### config.mk
export PLATFORM = sky130hd
export DESIGN_NAME = dp_mem_responder_flat
export DESIGN_NICKNAME = d
export VERILOG_FILES = /design/src/rtl/dp_mem_responder_if.sv /design/src/rtl/dp_mem_responder.sv /design/src/flat_wrapper.sv
export SDC_FILE = /design/constraint.sdc
export NUM_CORES = 1
export LEC_CHECK = 0
export CAP_MARGIN = 20
export CORE_AREA = 2 2 107 135
export CTS_CLUSTER_SIZE = 28
export DETAILED_ROUTE_END_ITERATION = 10
export DIE_AREA = 0 0 109 137
export HOLD_SLACK_MARGIN = 0.02
export PLACE_DENSITY = 0.9
export SLEW_MARGIN = 15
export SYNTH_ARGS = -nofsm -noshare
export SYNTH_HDL_FRONTEND = slang
export SYNTH_SLANG_ARGS = --single-unit
### constraint.sdc
create_clock -name CLK -period 2.5 [get_ports CLK]
set_clock_uncertainty 0.15 [all_clocks]
set_input_delay 0.25 -clock CLK [delete_from_list [all_inputs] [get_ports CLK]]
set_output_delay 0.25 -clock CLK [all_outputs]
set_load 0.01 [all_outputs]
### src/rtl/dp_mem_responder_if.sv
`default_nettype none
// ============================================================================
// Module   : dp_mem_responder_if
// Brief    : Datapath request/response and RAM port bundle for dp_mem_responder.
// Revision : 1.0
// ============================================================================
interface dp_mem_responder_if #(
  parameter int ADDR_W = 32,
  parameter int DATA_W = 32
);
  logic              halt;
  logic              imemREN;
  logic [ADDR_W-1:0] imemaddr;
  logic              dmemREN;
  logic              dmemWEN;
  logic [ADDR_W-1:0] dmemaddr;
  logic [DATA_W-1:0] dmemstore;
  logic              ihit;
  logic [DATA_W-1:0] imemload;
  logic              dhit;
  logic [DATA_W-1:0] dmemload;
  logic              ram_ren;
  logic              ram_wen;
  logic [ADDR_W-1:0] ram_addr;
  logic [DATA_W-1:0] ram_store;
  logic [DATA_W-1:0] ram_load;
  logic              ram_ready;
  logic              err;

  modport slave (
    input  halt, imemREN, imemaddr, dmemREN, dmemWEN, dmemaddr, dmemstore,
           ram_load, ram_ready,
    output ihit, imemload, dhit, dmemload, ram_ren, ram_wen, ram_addr,
           ram_store, err
  );

  modport master (
    output halt, imemREN, imemaddr, dmemREN, dmemWEN, dmemaddr, dmemstore,
           ram_load, ram_ready,
    input  ihit, imemload, dhit, dmemload, ram_ren, ram_wen, ram_addr,
           ram_store, err
  );
endinterface
`default_nettype wire

### src/rtl/dp_mem_responder.sv
`default_nettype none
// ============================================================================
// Module   : dp_mem_responder
// Brief    : Arbitrates datapath fetch/load/store requests onto one RAM port and
//            returns single-cycle hits. Macro IFETCH_BUF_EN adds a one-entry
//            instruction fetch buffer.
// Revision : 1.0
// ============================================================================
module dp_mem_responder #(
  parameter int ADDR_W  = 32,
  parameter int DATA_W  = 32,
  parameter int TIMEOUT = 64
) (
  input  logic              CLK,
  input  logic              RST,
  dp_mem_responder_if.slave bus
);

  localparam int                  c_CNT_W    = (TIMEOUT > 2) ? $clog2(TIMEOUT) : 1;
  localparam logic [c_CNT_W-1:0]  c_CNT_LAST = c_CNT_W'(TIMEOUT - 2);
  localparam logic [DATA_W-1:0]   c_BAD_DATA = DATA_W'(32'hBAD1_BAD1);

  typedef enum logic [1:0] {
    S_IDLE  = 2'd0,
    S_DBUSY = 2'd1,
    S_IBUSY = 2'd2,
    S_RESP  = 2'd3
  } state_t;

  state_t              state_q, state_d;
  logic [ADDR_W-1:0]   addr_q, addr_d;
  logic [DATA_W-1:0]   store_q, store_d;
  logic                wr_q, wr_d;
  logic [c_CNT_W-1:0]  cnt_q, cnt_d;
  logic                ihit_q, ihit_d;
  logic                dhit_q, dhit_d;
  logic [DATA_W-1:0]   imemload_q, imemload_d;
  logic [DATA_W-1:0]   dmemload_q, dmemload_d;
  logic                err_q, err_d;
  logic                w_ram_ren;
  logic                w_ram_wen;

`ifdef IFETCH_BUF_EN
  logic                buf_valid_q, buf_valid_d;
  logic [ADDR_W-3:0]   buf_tag_q, buf_tag_d;
  logic [DATA_W-1:0]   buf_data_q, buf_data_d;
`endif

  always_comb begin
    state_d    = state_q;
    addr_d     = addr_q;
    store_d    = store_q;
    wr_d       = wr_q;
    cnt_d      = cnt_q;
    ihit_d     = 1'b0;
    dhit_d     = 1'b0;
    imemload_d = imemload_q;
    dmemload_d = dmemload_q;
    err_d      = err_q;
    w_ram_ren  = 1'b0;
    w_ram_wen  = 1'b0;
`ifdef IFETCH_BUF_EN
    buf_valid_d = buf_valid_q;
    buf_tag_d   = buf_tag_q;
    buf_data_d  = buf_data_q;
`endif

    case (state_q)
      S_IDLE: begin
        // Data requests win; a simultaneous load+store is handled as a store.
        if (bus.dmemREN || bus.dmemWEN) begin
          addr_d  = bus.dmemaddr;
          store_d = bus.dmemstore;
          wr_d    = bus.dmemWEN;
          cnt_d   = '0;
          state_d = S_DBUSY;
`ifdef IFETCH_BUF_EN
          if (bus.dmemWEN && (buf_tag_q == bus.dmemaddr[ADDR_W-1:2]))
            buf_valid_d = 1'b0;
`endif
        end else if (bus.imemREN && !bus.halt) begin
`ifdef IFETCH_BUF_EN
          if (buf_valid_q && (buf_tag_q == bus.imemaddr[ADDR_W-1:2])) begin
            ihit_d     = 1'b1;
            imemload_d = buf_data_q;
            state_d    = S_RESP;
          end else begin
            addr_d  = bus.imemaddr;
            wr_d    = 1'b0;
            cnt_d   = '0;
            state_d = S_IBUSY;
          end
`else
          addr_d  = bus.imemaddr;
          wr_d    = 1'b0;
          cnt_d   = '0;
          state_d = S_IBUSY;
`endif
        end
      end

      S_DBUSY: begin
        w_ram_wen = wr_q;
        w_ram_ren = !wr_q;
        if (bus.ram_ready) begin
          dhit_d     = 1'b1;
          dmemload_d = wr_q ? '0 : bus.ram_load;
          state_d    = S_RESP;
        end else begin
          cnt_d = cnt_q + c_CNT_W'(1);
          if (cnt_q == c_CNT_LAST) begin
            err_d      = 1'b1;
            dhit_d     = 1'b1;
            dmemload_d = c_BAD_DATA;
            state_d    = S_RESP;
          end
        end
      end

      S_IBUSY: begin
        w_ram_ren = 1'b1;
        if (bus.ram_ready) begin
          ihit_d     = 1'b1;
          imemload_d = bus.ram_load;
          state_d    = S_RESP;
`ifdef IFETCH_BUF_EN
          buf_valid_d = 1'b1;
          buf_tag_d   = addr_q[ADDR_W-1:2];
          buf_data_d  = bus.ram_load;
`endif
        end else begin
          cnt_d = cnt_q + c_CNT_W'(1);
          if (cnt_q == c_CNT_LAST) begin
            err_d      = 1'b1;
            ihit_d     = 1'b1;
            imemload_d = c_BAD_DATA;
            state_d    = S_RESP;
          end
        end
      end

      S_RESP: begin
        state_d = S_IDLE;
      end

      default: begin
        state_d = S_IDLE;
      end
    endcase
  end

  always_ff @(posedge CLK) begin
    if (RST) begin
      state_q    <= S_IDLE;
      addr_q     <= '0;
      store_q    <= '0;
      wr_q       <= 1'b0;
      cnt_q      <= '0;
      ihit_q     <= 1'b0;
      dhit_q     <= 1'b0;
      imemload_q <= '0;
      dmemload_q <= '0;
      err_q      <= 1'b0;
    end else begin
      state_q    <= state_d;
      addr_q     <= addr_d;
      store_q    <= store_d;
      wr_q       <= wr_d;
      cnt_q      <= cnt_d;
      ihit_q     <= ihit_d;
      dhit_q     <= dhit_d;
      imemload_q <= imemload_d;
      dmemload_q <= dmemload_d;
      err_q      <= err_d;
    end
  end

`ifdef IFETCH_BUF_EN
  always_ff @(posedge CLK) begin
    if (RST) begin
      buf_valid_q <= 1'b0;
      buf_tag_q   <= '0;
      buf_data_q  <= '0;
    end else begin
      buf_valid_q <= buf_valid_d;
      buf_tag_q   <= buf_tag_d;
      buf_data_q  <= buf_data_d;
    end
  end
`endif

  assign bus.ihit      = ihit_q;
  assign bus.dhit      = dhit_q;
  assign bus.imemload  = imemload_q;
  assign bus.dmemload  = dmemload_q;
  assign bus.err       = err_q;
  assign bus.ram_ren   = w_ram_ren;
  assign bus.ram_wen   = w_ram_wen;
  assign bus.ram_addr  = addr_q & ~ADDR_W'(3);
  assign bus.ram_store = store_q;

endmodule
`default_nettype wire

### src/flat_wrapper.sv
// flat-port wrapper written by rule: the top's interface ports become plain ports
module dp_mem_responder_flat 
#(
  parameter int ADDR_W  = 32,
  parameter int DATA_W  = 32,
  parameter int TIMEOUT = 64
)
  (CLK, RST, bus_halt, bus_imemREN, bus_imemaddr, bus_dmemREN, bus_dmemWEN, bus_dmemaddr, bus_dmemstore, bus_ram_load, bus_ram_ready, bus_ihit, bus_imemload, bus_dhit, bus_dmemload, bus_ram_ren, bus_ram_wen, bus_ram_addr, bus_ram_store, bus_err);
  dp_mem_responder_if #(.ADDR_W(ADDR_W), .DATA_W(DATA_W)) bus_i ();
  input  logic CLK;
  input  logic RST;
  input wire logic [$bits(bus_i.halt)-1:0] bus_halt;
  input wire logic [$bits(bus_i.imemREN)-1:0] bus_imemREN;
  input wire logic [$bits(bus_i.imemaddr)-1:0] bus_imemaddr;
  input wire logic [$bits(bus_i.dmemREN)-1:0] bus_dmemREN;
  input wire logic [$bits(bus_i.dmemWEN)-1:0] bus_dmemWEN;
  input wire logic [$bits(bus_i.dmemaddr)-1:0] bus_dmemaddr;
  input wire logic [$bits(bus_i.dmemstore)-1:0] bus_dmemstore;
  input wire logic [$bits(bus_i.ram_load)-1:0] bus_ram_load;
  input wire logic [$bits(bus_i.ram_ready)-1:0] bus_ram_ready;
  output wire logic [$bits(bus_i.ihit)-1:0] bus_ihit;
  output wire logic [$bits(bus_i.imemload)-1:0] bus_imemload;
  output wire logic [$bits(bus_i.dhit)-1:0] bus_dhit;
  output wire logic [$bits(bus_i.dmemload)-1:0] bus_dmemload;
  output wire logic [$bits(bus_i.ram_ren)-1:0] bus_ram_ren;
  output wire logic [$bits(bus_i.ram_wen)-1:0] bus_ram_wen;
  output wire logic [$bits(bus_i.ram_addr)-1:0] bus_ram_addr;
  output wire logic [$bits(bus_i.ram_store)-1:0] bus_ram_store;
  output wire logic [$bits(bus_i.err)-1:0] bus_err;
  assign bus_i.halt = bus_halt;
  assign bus_i.imemREN = bus_imemREN;
  assign bus_i.imemaddr = bus_imemaddr;
  assign bus_i.dmemREN = bus_dmemREN;
  assign bus_i.dmemWEN = bus_dmemWEN;
  assign bus_i.dmemaddr = bus_dmemaddr;
  assign bus_i.dmemstore = bus_dmemstore;
  assign bus_i.ram_load = bus_ram_load;
  assign bus_i.ram_ready = bus_ram_ready;
  assign bus_ihit = bus_i.ihit;
  assign bus_imemload = bus_i.imemload;
  assign bus_dhit = bus_i.dhit;
  assign bus_dmemload = bus_i.dmemload;
  assign bus_ram_ren = bus_i.ram_ren;
  assign bus_ram_wen = bus_i.ram_wen;
  assign bus_ram_addr = bus_i.ram_addr;
  assign bus_ram_store = bus_i.ram_store;
  assign bus_err = bus_i.err;
  dp_mem_responder #(.ADDR_W(ADDR_W), .DATA_W(DATA_W), .TIMEOUT(TIMEOUT)) u_core (.CLK(CLK), .RST(RST), .bus(bus_i));
endmodule
# Yosys cells after proc, flatten, opt, wreduce, memory -nomap -nowiden
# Index checks and enable logic that the tools add are counted.
[totals] input_bits=135 out_inout_bits=133 reg_bits=140
[op_classes] eq_ne=7 reduce_logical=18 muxes=21 n_bitwise=3 n_addsub=1
[op_table] op="$mux W32" n=6
[op_table] op="$mux W6" n=3
[op_table] op="$pmux W6 S2" n=1
[op_table] op="$reduce_and A2 Y1" n=5
[op_table] op="$mux W2" n=4
[op_table] op="$add A6 B1 Y6 const B" n=1
[op_table] op="$eq A6 B6 Y1 const B" n=1
[op_table] op="$ne A3 B1 Y1 const B" n=2
[op_table] op="$pmux W2 S3" n=1
[op_table] op="$reduce_and A3 Y1" n=2
[op_table] op="$reduce_bool A2 Y1" n=3
[op_table] op="$reduce_or A2 Y1" n=3
[op_table] op="$mux W1" n=5
[op_table] op="$eq A2 B2 Y1 const B" n=2
[op_table] op="$not A1 Y1" n=3
[op_table] op="$eq A2 B1 Y1 const B" n=1
[op_table] op="$logic_not A1 Y1" n=2
[op_table] op="$logic_not A2 Y1" n=1
[op_table] op="$ne A2 B2 Y1 const B" n=1
[op_table] op="$pmux W1 S2" n=1
[op_table] op="$logic_and A1 B1 Y1" n=1
[op_table] op="$logic_or A1 B1 Y1" n=1

# Longest topological paths before layout
# Gate-level depths: netlist of the first run.
[depth] ltp_word=5 mapped_depth=7 ltp_nobuf=6

# Least setup slack after synthesis of the first run
# Ideal clock, no wire load.
[synth_path] path_type="reg-to-reg" start="register u_core.state_q[1]" end="register u_core.cnt_q[5]" period_less_slack_ns=2.040 path_stages_with_launch=7 setup_ns=0.070 t_arrival_ns=1.820 path_slack_ns=0.460 required_time_ns=2.280 path_cell_list="dfxtp_1 -> inv_1 -> ha_1 -> nand2b_1 -> a32o_2 -> or4_1 -> a21oi_1"
[synth_via] elab_chain_len=4 word_cells_on_any_way=9 classes_between="eq/ne: 4; mux: 1; reduce/logical: 4"
[synth_lines] element="start, declared" line="dp_mem_responder.sv:30" source="state_t state_q, state_d;"
[synth_lines] element="start signal, assigned" line="dp_mem_responder.sv:165" source="state_q <= state_d;"
[synth_lines] element="$eq A2 B1 Y1 or $eq A2 B2 Y1 (tied branches)" line="dp_mem_responder.sv:68" source="case (state_q)"
[synth_lines] element="$reduce_or A2 Y1 (no line)"
[synth_lines] element="$ne A2 B2 Y1 (no line) or $reduce_bool A2 Y1 (tied branches)"
[synth_lines] element="$reduce_and A3 Y1 (no line)"
[synth_lines] element="end signal, assigned" line="dp_mem_responder.sv:169" source="cnt_q <= cnt_d;"
[synth_lines] element="end, declared" line="dp_mem_responder.sv:34" source="logic [c_CNT_W-1:0] cnt_q, cnt_d;"
# Parallel ways exist; a longest one is shown, timed or not.
# A chain may end at the register's enable or synchronous reset.

# Worst setup path in the final report of the first run
[layout_path] start="register u_core.state_q[1]" end="output bus_ram_wen"
[layout_via] elab_chain_len=2
[layout_lines] element="$eq A2 B1 Y1" line="dp_mem_responder.sv:68"
[layout_lines] element="$mux W1" line="dp_mem_responder.sv:68"
[layout_lines] element="end, declared" line="flat_wrapper.sv:26" source="output wire logic [$bits(bus_i.ram_wen)-1:0] bus_ram_wen;"
# Every way passes these cells.

==> impl_summary.log, run 1 <==
[metrics] final setup TNS: 0 ps
[metrics] mean area per synthesized cell: 8.27 sq um
[metrics] total clock sinks: about 140
[metrics] Initial DRC Count: 350
[metrics] via-per-instance ratio: 5.16
[metrics] dominant cells by area after synthesis: sky130_fd_sc_hd__dfxtp_1 50%, sky130_fd_sc_hd__nand2_1 8.9%, sky130_fd_sc_hd__a21oi_1 8.4%, sky130_fd_sc_hd__a311oi_1 4.9%, sky130_fd_sc_hd__nor2_1 3.6%
[metrics] worst vdd rail ir drop: about 0.00049 V
[metrics] class of the worst hold path: input pin to flip-flop
[metrics] top achievable clock speed: roughly 420 MHz
[metrics] residual antenna-violating net count after detailed routing: 0
[metrics] final cycle utilization of the critical path: about 95%
[metrics] antenna violations before repair: 1
[metrics] data arrival time at the worst-slack endpoint: roughly 2000 ps
[metrics] overall overflow remaining after global route: 0
[metrics] Std-Cell Rows: 48
[metrics] pin count of the biggest net entering global routing: between 60 and 70
[metrics] floorplan die area: 14,900 sq um
[metrics] fraction of layout cells with a size suffix above 1: around 5.8%
[metrics] most frequent cell after synthesis: sky130_fd_sc_hd__dfxtp_1
[metrics] number of failing hold endpoints at the final stage: 0
[metrics] first-pass GRT wire length: ~26,000 um
[metrics] Max Buffers Root-to-Sink: 2
[metrics] share of the yosys chip area belonging to registers: roughly half
[metrics] max-capacitance violation count: 0
[metrics] Critical Path End Type: output pin
[metrics] total DRC errors in the routed layout: 0
[metrics] cts-stage hold buffer count: 0
[metrics] total via count after detailed routing: 5,638
[metrics] layout overhead on the synthesized area: 61.7%
[metrics] met1 global-route usage: about a quarter
[metrics] cell taking the most area after synthesis: sky130_fd_sc_hd__dfxtp_1
[metrics] leading register cell type out of synthesis: sky130_fd_sc_hd__dfxtp_1
[metrics] net count reported at finish: 1,045
[metrics] shortest clock period the worst path allows after layout: ~2400 ps
[metrics] busiest grt layer: met2
[metrics] global-route met3 utilization: 6.76%
[metrics] number of global-route vias before repair: between 5,000 and 6,000
[metrics] Post-Syn Instances: 665
[metrics] critical setup path kind: flip-flop to output pin
[metrics] required arrival time at the worst endpoint: 2100 ps
[metrics] Std-Cell Core Area: ~14,000 sq um
[metrics] register-to-register setup slack: 280 ps
[metrics] met2 Usage GRT: between 30% and 40%
[metrics] result of the run: finished clean
[metrics] GR Util All Layers: approximately 22%
[metrics] number of enable-type register cells in the synthesized netlist: 0
[metrics] number of H-tree levels: 4
[metrics] initial standard-cell utilization of the core: around two fifths
[metrics] most instantiated cells after synthesis: 138 x sky130_fd_sc_hd__dfxtp_1, 131 x sky130_fd_sc_hd__nand2_1, 92 x sky130_fd_sc_hd__a21oi_1, 53 x sky130_fd_sc_hd__nor2_1, 41 x sky130_fd_sc_hd__clkbuf_1
[metrics] tightest slew margin relative to the limit: 38.7%
[metrics] FFs w/ async S/R, synth: 0%
[metrics] placer congestion estimate: around 0.79
[metrics] final HPWL from detailed placement: approximately 12,000 um
[metrics] Die X-Extent: between 100 and 150 um
[metrics] maximum fanout encountered on the critical timing path: 21
[metrics] unrepaired setup endpoints after global routing: false
[metrics] Synth top area share: roughly 50%
[metrics] category of the worst setup path launch point: flip-flop
[metrics] leakage power total: around 3.3 nW
[metrics] PwrDens: 1020 nW/um^2
[metrics] total power of the final layout: about 9.1 mW
[metrics] clock tree from TritonCTS: yes
[metrics] post-detailed-route wirelength per cell: about 15 um
[metrics] Initial DRT Pass Iterations: 5
[metrics] flops & latches, synth: about 140
[metrics] IO Pins: 268
[metrics] Pins Over Slew Limit: 0
[metrics] later-pin clock latency in the skew report: roughly 400 ps
[metrics] Root Driver: sky130_fd_sc_hd__clkbuf_16
[metrics] die height: around 140 um
[metrics] CTS clk-pin slew, worst paths: ~60 ps
[metrics] slew at the pin with the worst max-slew slack: 919 ps
[metrics] number of buffers inserted to repair setup after CTS: 0
[metrics] number of library cell types mapped by synthesis: 34
[metrics] final count of negative-setup-slack endpoints: 0
[metrics] wire length after detailed routing: between 15,000 and 20,000 um
[metrics] buffers added on ports: around 260
[metrics] CTS Buf Count: 17
[metrics] netlist area before placement: 5500 sq um
[metrics] number of warnings reported in the yosys synthesis log: 0
[flip-flops by register name, indices dropped and copies added, names as in the netlist]
register / flops
u_core.bus.ram_store: 32
u_core.bus.dhit: 1
u_core.cnt_q: 6
u_core.bus.ihit: 1
u_core.addr_q: 30
u_core.bus.dmemload: 32
u_core.wr_q: 1
u_core.state_q: 2
u_core.bus.imemload: 32
u_core.bus.err: 1
[power breakdown]
group          internal [mW]  switching (mW)  total (mW)
clock                   1.63            1.02        2.65
combinational           1.70            1.76        3.45
sequential              2.73           0.269        3.00
[repair_timing]
action                     CTS  global route
resized for setup            2             1
gates cloned                 0             0
setup endpoints to repair    1             1
[final timing paths]
path | start | to | cells past startpoint
setup reg to reg | u_core.state_q[1]$_SDFFE_PP0P_ | u_core.cnt_q[5]$_SDFFE_PP0P_ | 6
setup / recovery | u_core.state_q[1]$_SDFFE_PP0P_ | bus_ram_wen | 5
hold reg to reg | u_core.bus.ram_store[14]$_SDFFE_PP0P_ | u_core.bus.ram_store[14]$_SDFFE_PP0P_ | 2
hold / removal | RST | u_core.bus.err$_SDFFE_PP0P_ | 2
[stage by stage]
| stage | cells | area (sq um) | utilization (%) | setup WS [ps] | hold slack [ps] |
|---|---|---|---|---|---|
| final | 1092 | 8890 | 65.2 | 130 | 111 |
| after CTS | 1090 | 8880 | 65.1 | 66.3 | 102 |
| after detailed placement | 1058 | 8260 | 60.6 | 185 | 295 |
| after global routing | 1092 | 8890 | 65.2 | 26.1 | 116 |
| after global placement | 1058 | 8260 | 60.6 | 273 | 291 |
| after floorplan | 666 | 5500 | - | 460 | 236 |
[area by class of cell]
class                           count  area (sq um)
Multi-Input combinational cell    461          2490
Antenna cell                        1          2.50
Inverter                            8          30.0
Sequential cell                   138          2760
Clock buffer                       19           443
Fill cell                        1125          4740
Clock inverter                     13           180
Tap cell                          175           219
Timing Repair Buffer              277          2770
[routing by layer]
metal	vias up	routed length, um
li1	2782	-
met2	203	8770
met1	2619	6570
met4	0	463
met5	-	0
met3	34	1080
[worst max-delay path, cell delays in order (launching register included)]
cell and delay (ps):
sky130_fd_sc_hd__dfxtp_1 340, sky130_fd_sc_hd__inv_1 110, sky130_fd_sc_hd__ha_1 210, sky130_fd_sc_hd__buf_6 210, sky130_fd_sc_hd__and2_1 150, sky130_fd_sc_hd__clkdlybuf4s50_1 530
[cells by family after synthesis]
group	Yosys count	share of synthesized area, %
mux	2	0.364
simple gates	250	19.8
buf+inv	67	4.94
compound gates	200	23.0
other cells	1	0.0682
fa+ha+maj	7	1.59
flops	138	50.2
[layout by cell type, fill, tap and decap left out, types with 2 or more instances in the layout]
cell type / Yosys / routed
sky130_fd_sc_hd__a32o_1: 14 / 14
sky130_fd_sc_hd__and3_1: 2 / 2
sky130_fd_sc_hd__conb_1: 1 / 2
sky130_fd_sc_hd__a21o_1: 3 / 3
sky130_fd_sc_hd__clkdlybuf4s50_1: 0 / 259
sky130_fd_sc_hd__ha_1: 7 / 6
sky130_fd_sc_hd__a21oi_1: 92 / 92
sky130_fd_sc_hd__nor2b_1: 16 / 16
sky130_fd_sc_hd__and2_1: 3 / 3
sky130_fd_sc_hd__clkinv_4: 0 / 2
sky130_fd_sc_hd__clkbuf_16: 0 / 17
sky130_fd_sc_hd__or4_1: 2 / 2
sky130_fd_sc_hd__nand2_1: 131 / 131
sky130_fd_sc_hd__inv_8: 0 / 2
sky130_fd_sc_hd__buf_12: 0 / 3
sky130_fd_sc_hd__nand3_1: 17 / 17
sky130_fd_sc_hd__buf_4: 2 / 13
sky130_fd_sc_hd__a211oi_1: 19 / 19
sky130_fd_sc_hd__dfxtp_1: 138 / 138
sky130_fd_sc_hd__mux2i_1: 2 / 2
sky130_fd_sc_hd__or3_1: 2 / 2
sky130_fd_sc_hd__o31ai_1: 2 / 2
sky130_fd_sc_hd__inv_1: 7 / 7
sky130_fd_sc_hd__clkinvlp_4: 0 / 2
sky130_fd_sc_hd__nor2_1: 53 / 52
sky130_fd_sc_hd__nand2b_1: 21 / 21
sky130_fd_sc_hd__bufinv_16: 0 / 3
sky130_fd_sc_hd__inv_6: 0 / 4
sky130_fd_sc_hd__a311oi_1: 31 / 31
sky130_fd_sc_hd__o21ai_0: 34 / 34
Note: power is estimated with default switching activity, not from simulation.
==> inputs of run 2 (changes only) <==
--- a/config.mk
+++ b/config.mk
@@ -6,10 +6,10 @@
 export NUM_CORES = 1
 export LEC_CHECK = 0
 export CAP_MARGIN = 20
-export CORE_AREA = 2 2 107 135
-export CTS_CLUSTER_SIZE = 28
+export CORE_AREA = 2 2 119 121
+export CTS_CLUSTER_SIZE = 40
 export DETAILED_ROUTE_END_ITERATION = 10
-export DIE_AREA = 0 0 109 137
+export DIE_AREA = 0 0 121 123
 export HOLD_SLACK_MARGIN = 0.02
 export PLACE_DENSITY = 0.9
 export SLEW_MARGIN = 15
==> run 2 against run 1 <==
Routed wire length decreased by 0.23%. Critical path depth unchanged. Die area decreased by 0.33%. Via count decreased by 0.51%. Sequential power about the same. Global-route usage increased by 0.28 points. Sequential share of layout area increased by 0.079 points. Worst setup slack improved by 11 ps. Non-clock buffer count increased by 2. Critical path type unchanged. Largest power group unchanged.
==> impl_summary.log, run 2 (synthesized netlist as in run 1, its figures left out) <==
[metrics] final cycle utilization of the critical path: a little over nine tenths
[metrics] total via count after detailed routing: about 5,600
[metrics] slew at the pin with the worst max-slew slack: 1010 ps
[metrics] max-capacitance violation count: 0
[metrics] net count reported at finish: ~1,000
[metrics] number of H-tree levels: 4
[metrics] IO Pins: 268
[metrics] CTS Buf Count: 17
[metrics] final HPWL from detailed placement: 11,700 um
[metrics] number of global-route vias before repair: ~5,300
[metrics] initial standard-cell utilization of the core: approximately two fifths
[metrics] family with the most delay on the worst path: buffers and inverters
[metrics] final count of negative-setup-slack endpoints: 0
[metrics] antenna diode count: 0
[metrics] maximum fanout encountered on the critical timing path: 9
[metrics] result of the run: finished clean
[metrics] sequence of cells on the critical path: inv_1 -> ha_1 -> buf_4 -> and2_1 -> clkdlybuf4s50_1
[metrics] GR Util All Layers: around 22%
[metrics] Critical path buffers and inverters: 3
[metrics] top achievable clock speed: 424 MHz
[metrics] clock tree from TritonCTS: yes
[metrics] shortest clock period the worst path allows after layout: between 2000 and 2500 ps
[metrics] antenna violations before repair: 0
[metrics] cts-stage hold buffer count: 0
[metrics] Root Driver: sky130_fd_sc_hd__clkbuf_16
[metrics] floorplan die area: 14,900 sq um
[metrics] die height: between 100 and 150 um
[metrics] Pins Over Slew Limit: 0
[metrics] required arrival time at the worst endpoint: 2100 ps
[metrics] via-per-instance ratio: roughly 5
[metrics] Critical Path End Type: output pin
[metrics] post-detailed-route wirelength per cell: around 15 um
[metrics] total DRC errors in the routed layout: 0
[metrics] total clock sinks: ~140
[metrics] tightest slew margin relative to the limit: 32.4%
[metrics] Std-Cell Rows: 43
[metrics] CTS clk-pin slew, worst paths: 60 ps
[metrics] library cell contributing the largest single delay on the critical path: sky130_fd_sc_hd__clkdlybuf4s50_1
[metrics] Max Buffers Root-to-Sink: 2
[metrics] buffers added on ports: between 200 and 300
[metrics] Initial DRC Count: about 360
[metrics] residual antenna-violating net count after detailed routing: 0
[metrics] first-pass GRT wire length: ~26,000 um
[metrics] Std-Cell Core Area: 13,600 sq um
[metrics] total power of the final layout: roughly 9.0 mW
[metrics] unrepaired setup endpoints after global routing: false
[metrics] leakage power total: 3.31 nW
[metrics] class of the worst hold path: input pin to flip-flop
[metrics] pin count of the biggest net entering global routing: around 120
[metrics] later-pin clock latency in the skew report: 410 ps
[metrics] Die X-Extent: ~120 um
[metrics] category of the worst setup path launch point: flip-flop
[metrics] overall overflow remaining after global route: 0
[metrics] layout overhead on the synthesized area: 61.3%
[metrics] PwrDens: between 1000 and 1500 nW/um^2
[metrics] critical setup path kind: flip-flop to output pin
[metrics] biggest cell delay along the critical path: between 400 and 500 ps
[metrics] fraction of layout cells with a size suffix above 1: roughly 6%
[metrics] final setup TNS: 0 ps
[metrics] wire length after detailed routing: between 15,000 and 20,000 um
[metrics] placer congestion estimate: about 0.79
[metrics] data arrival time at the worst-slack endpoint: between 1500 and 2000 ps
[metrics] Initial DRT Pass Iterations: 4
[metrics] commonest cells after routing, fill and taps aside: 259 x sky130_fd_sc_hd__clkdlybuf4s50_1, 138 x sky130_fd_sc_hd__dfxtp_1, 131 x sky130_fd_sc_hd__nand2_1
[metrics] worst vdd rail ir drop: ~0.00050 V
[metrics] number of failing hold endpoints at the final stage: 0
[metrics] most common cell after layout, fill and taps aside: sky130_fd_sc_hd__clkdlybuf4s50_1
[run 2: changes by cell type in the layout (fill, tap and decap cells not counted), sizes merged]
cell	delta
inv	-5
clkinv	+4
buf	+2
clkbuf	+1
diode	-1
dlygate4sd2	-1
dlymetal6s2s	+1
[run 2: tightest hold or removal path, cell delays in order]
cell                     delay, ps
sky130_fd_sc_hd__buf_4         130
sky130_fd_sc_hd__buf_12        190
sky130_fd_sc_hd__nor2_1        130
[run 2: layout make-up]
| cell class | count | area [sq um] |
|---|---|---|
| Timing Repair Buffer | 279 | 2770 |
| Fill cell | 1144 | 4740 |
| Clock inverter | 12 | 148 |
| Multi-Input combinational cell | 461 | 2490 |
| Tap cell | 180 | 225 |
| Clock buffer | 20 | 447 |
| Sequential cell | 138 | 2760 |
| Inverter | 8 | 30.0 |
[run 2: final timing paths]
kind / from / endpoint / slack, ps / cells past startpoint
min: RST / u_core.bus.err$_SDFFE_PP0P_ / 210 / 3
max: u_core.state_q[1]$_SDFFE_PP0P_ / bus_ram_wen / 140 / 5
min reg2reg: u_core.bus.ram_store[21]$_SDFFE_PP0P_ / u_core.bus.ram_store[21]$_SDFFE_PP0P_ / 300 / 2
max reg2reg: u_core.state_q[1]$_SDFFE_PP0P_ / u_core.cnt_q[5]$_SDFFE_PP0P_ / 280 / 6
[run 2: per-layer routing]
layer / vias to the layer above / wire length (um) / track usage, %
met2: 229 / 8200 / 38.0
met3: 21 / 1530 / 7.98
met1: 2570 / 6750 / 25.6
met4: 0 / 361 / 9.08
met5: - / 0 / 0
li1: 2789 / - / -
[run 2: timing repair]
| item | 4_1_cts | 5_1_grt |
|---|---|---|
| setup buffers | 0 | 0 |
| gates resized for setup | 1 | 1 |
| setup endpoints to repair | 1 | 1 |
| endpoints found under the hold margin | 0 | 0 |
[run 2: metrics by stage]
stage	util, %	cells	area [sq um]	setup WS (ps)	hold slack, ps
2_1_floorplan	-	666	5500	460	236
3_3_place_gp	60.8	1066	8270	239	291
3_5_place_dp	60.8	1066	8270	198	295
4_1_cts	65.2	1098	8870	14.9	215
5_1_grt	65.2	1098	8870	35.4	231
6_report	65.2	1098	8870	141	214
[run 2: power breakdown]
part	total (mW)	switching, mW	internal [mW]
sequential	3.01	0.276	2.73
clock	2.52	0.929	1.59
combinational	3.48	1.76	1.72
total	9.01	2.96	6.04
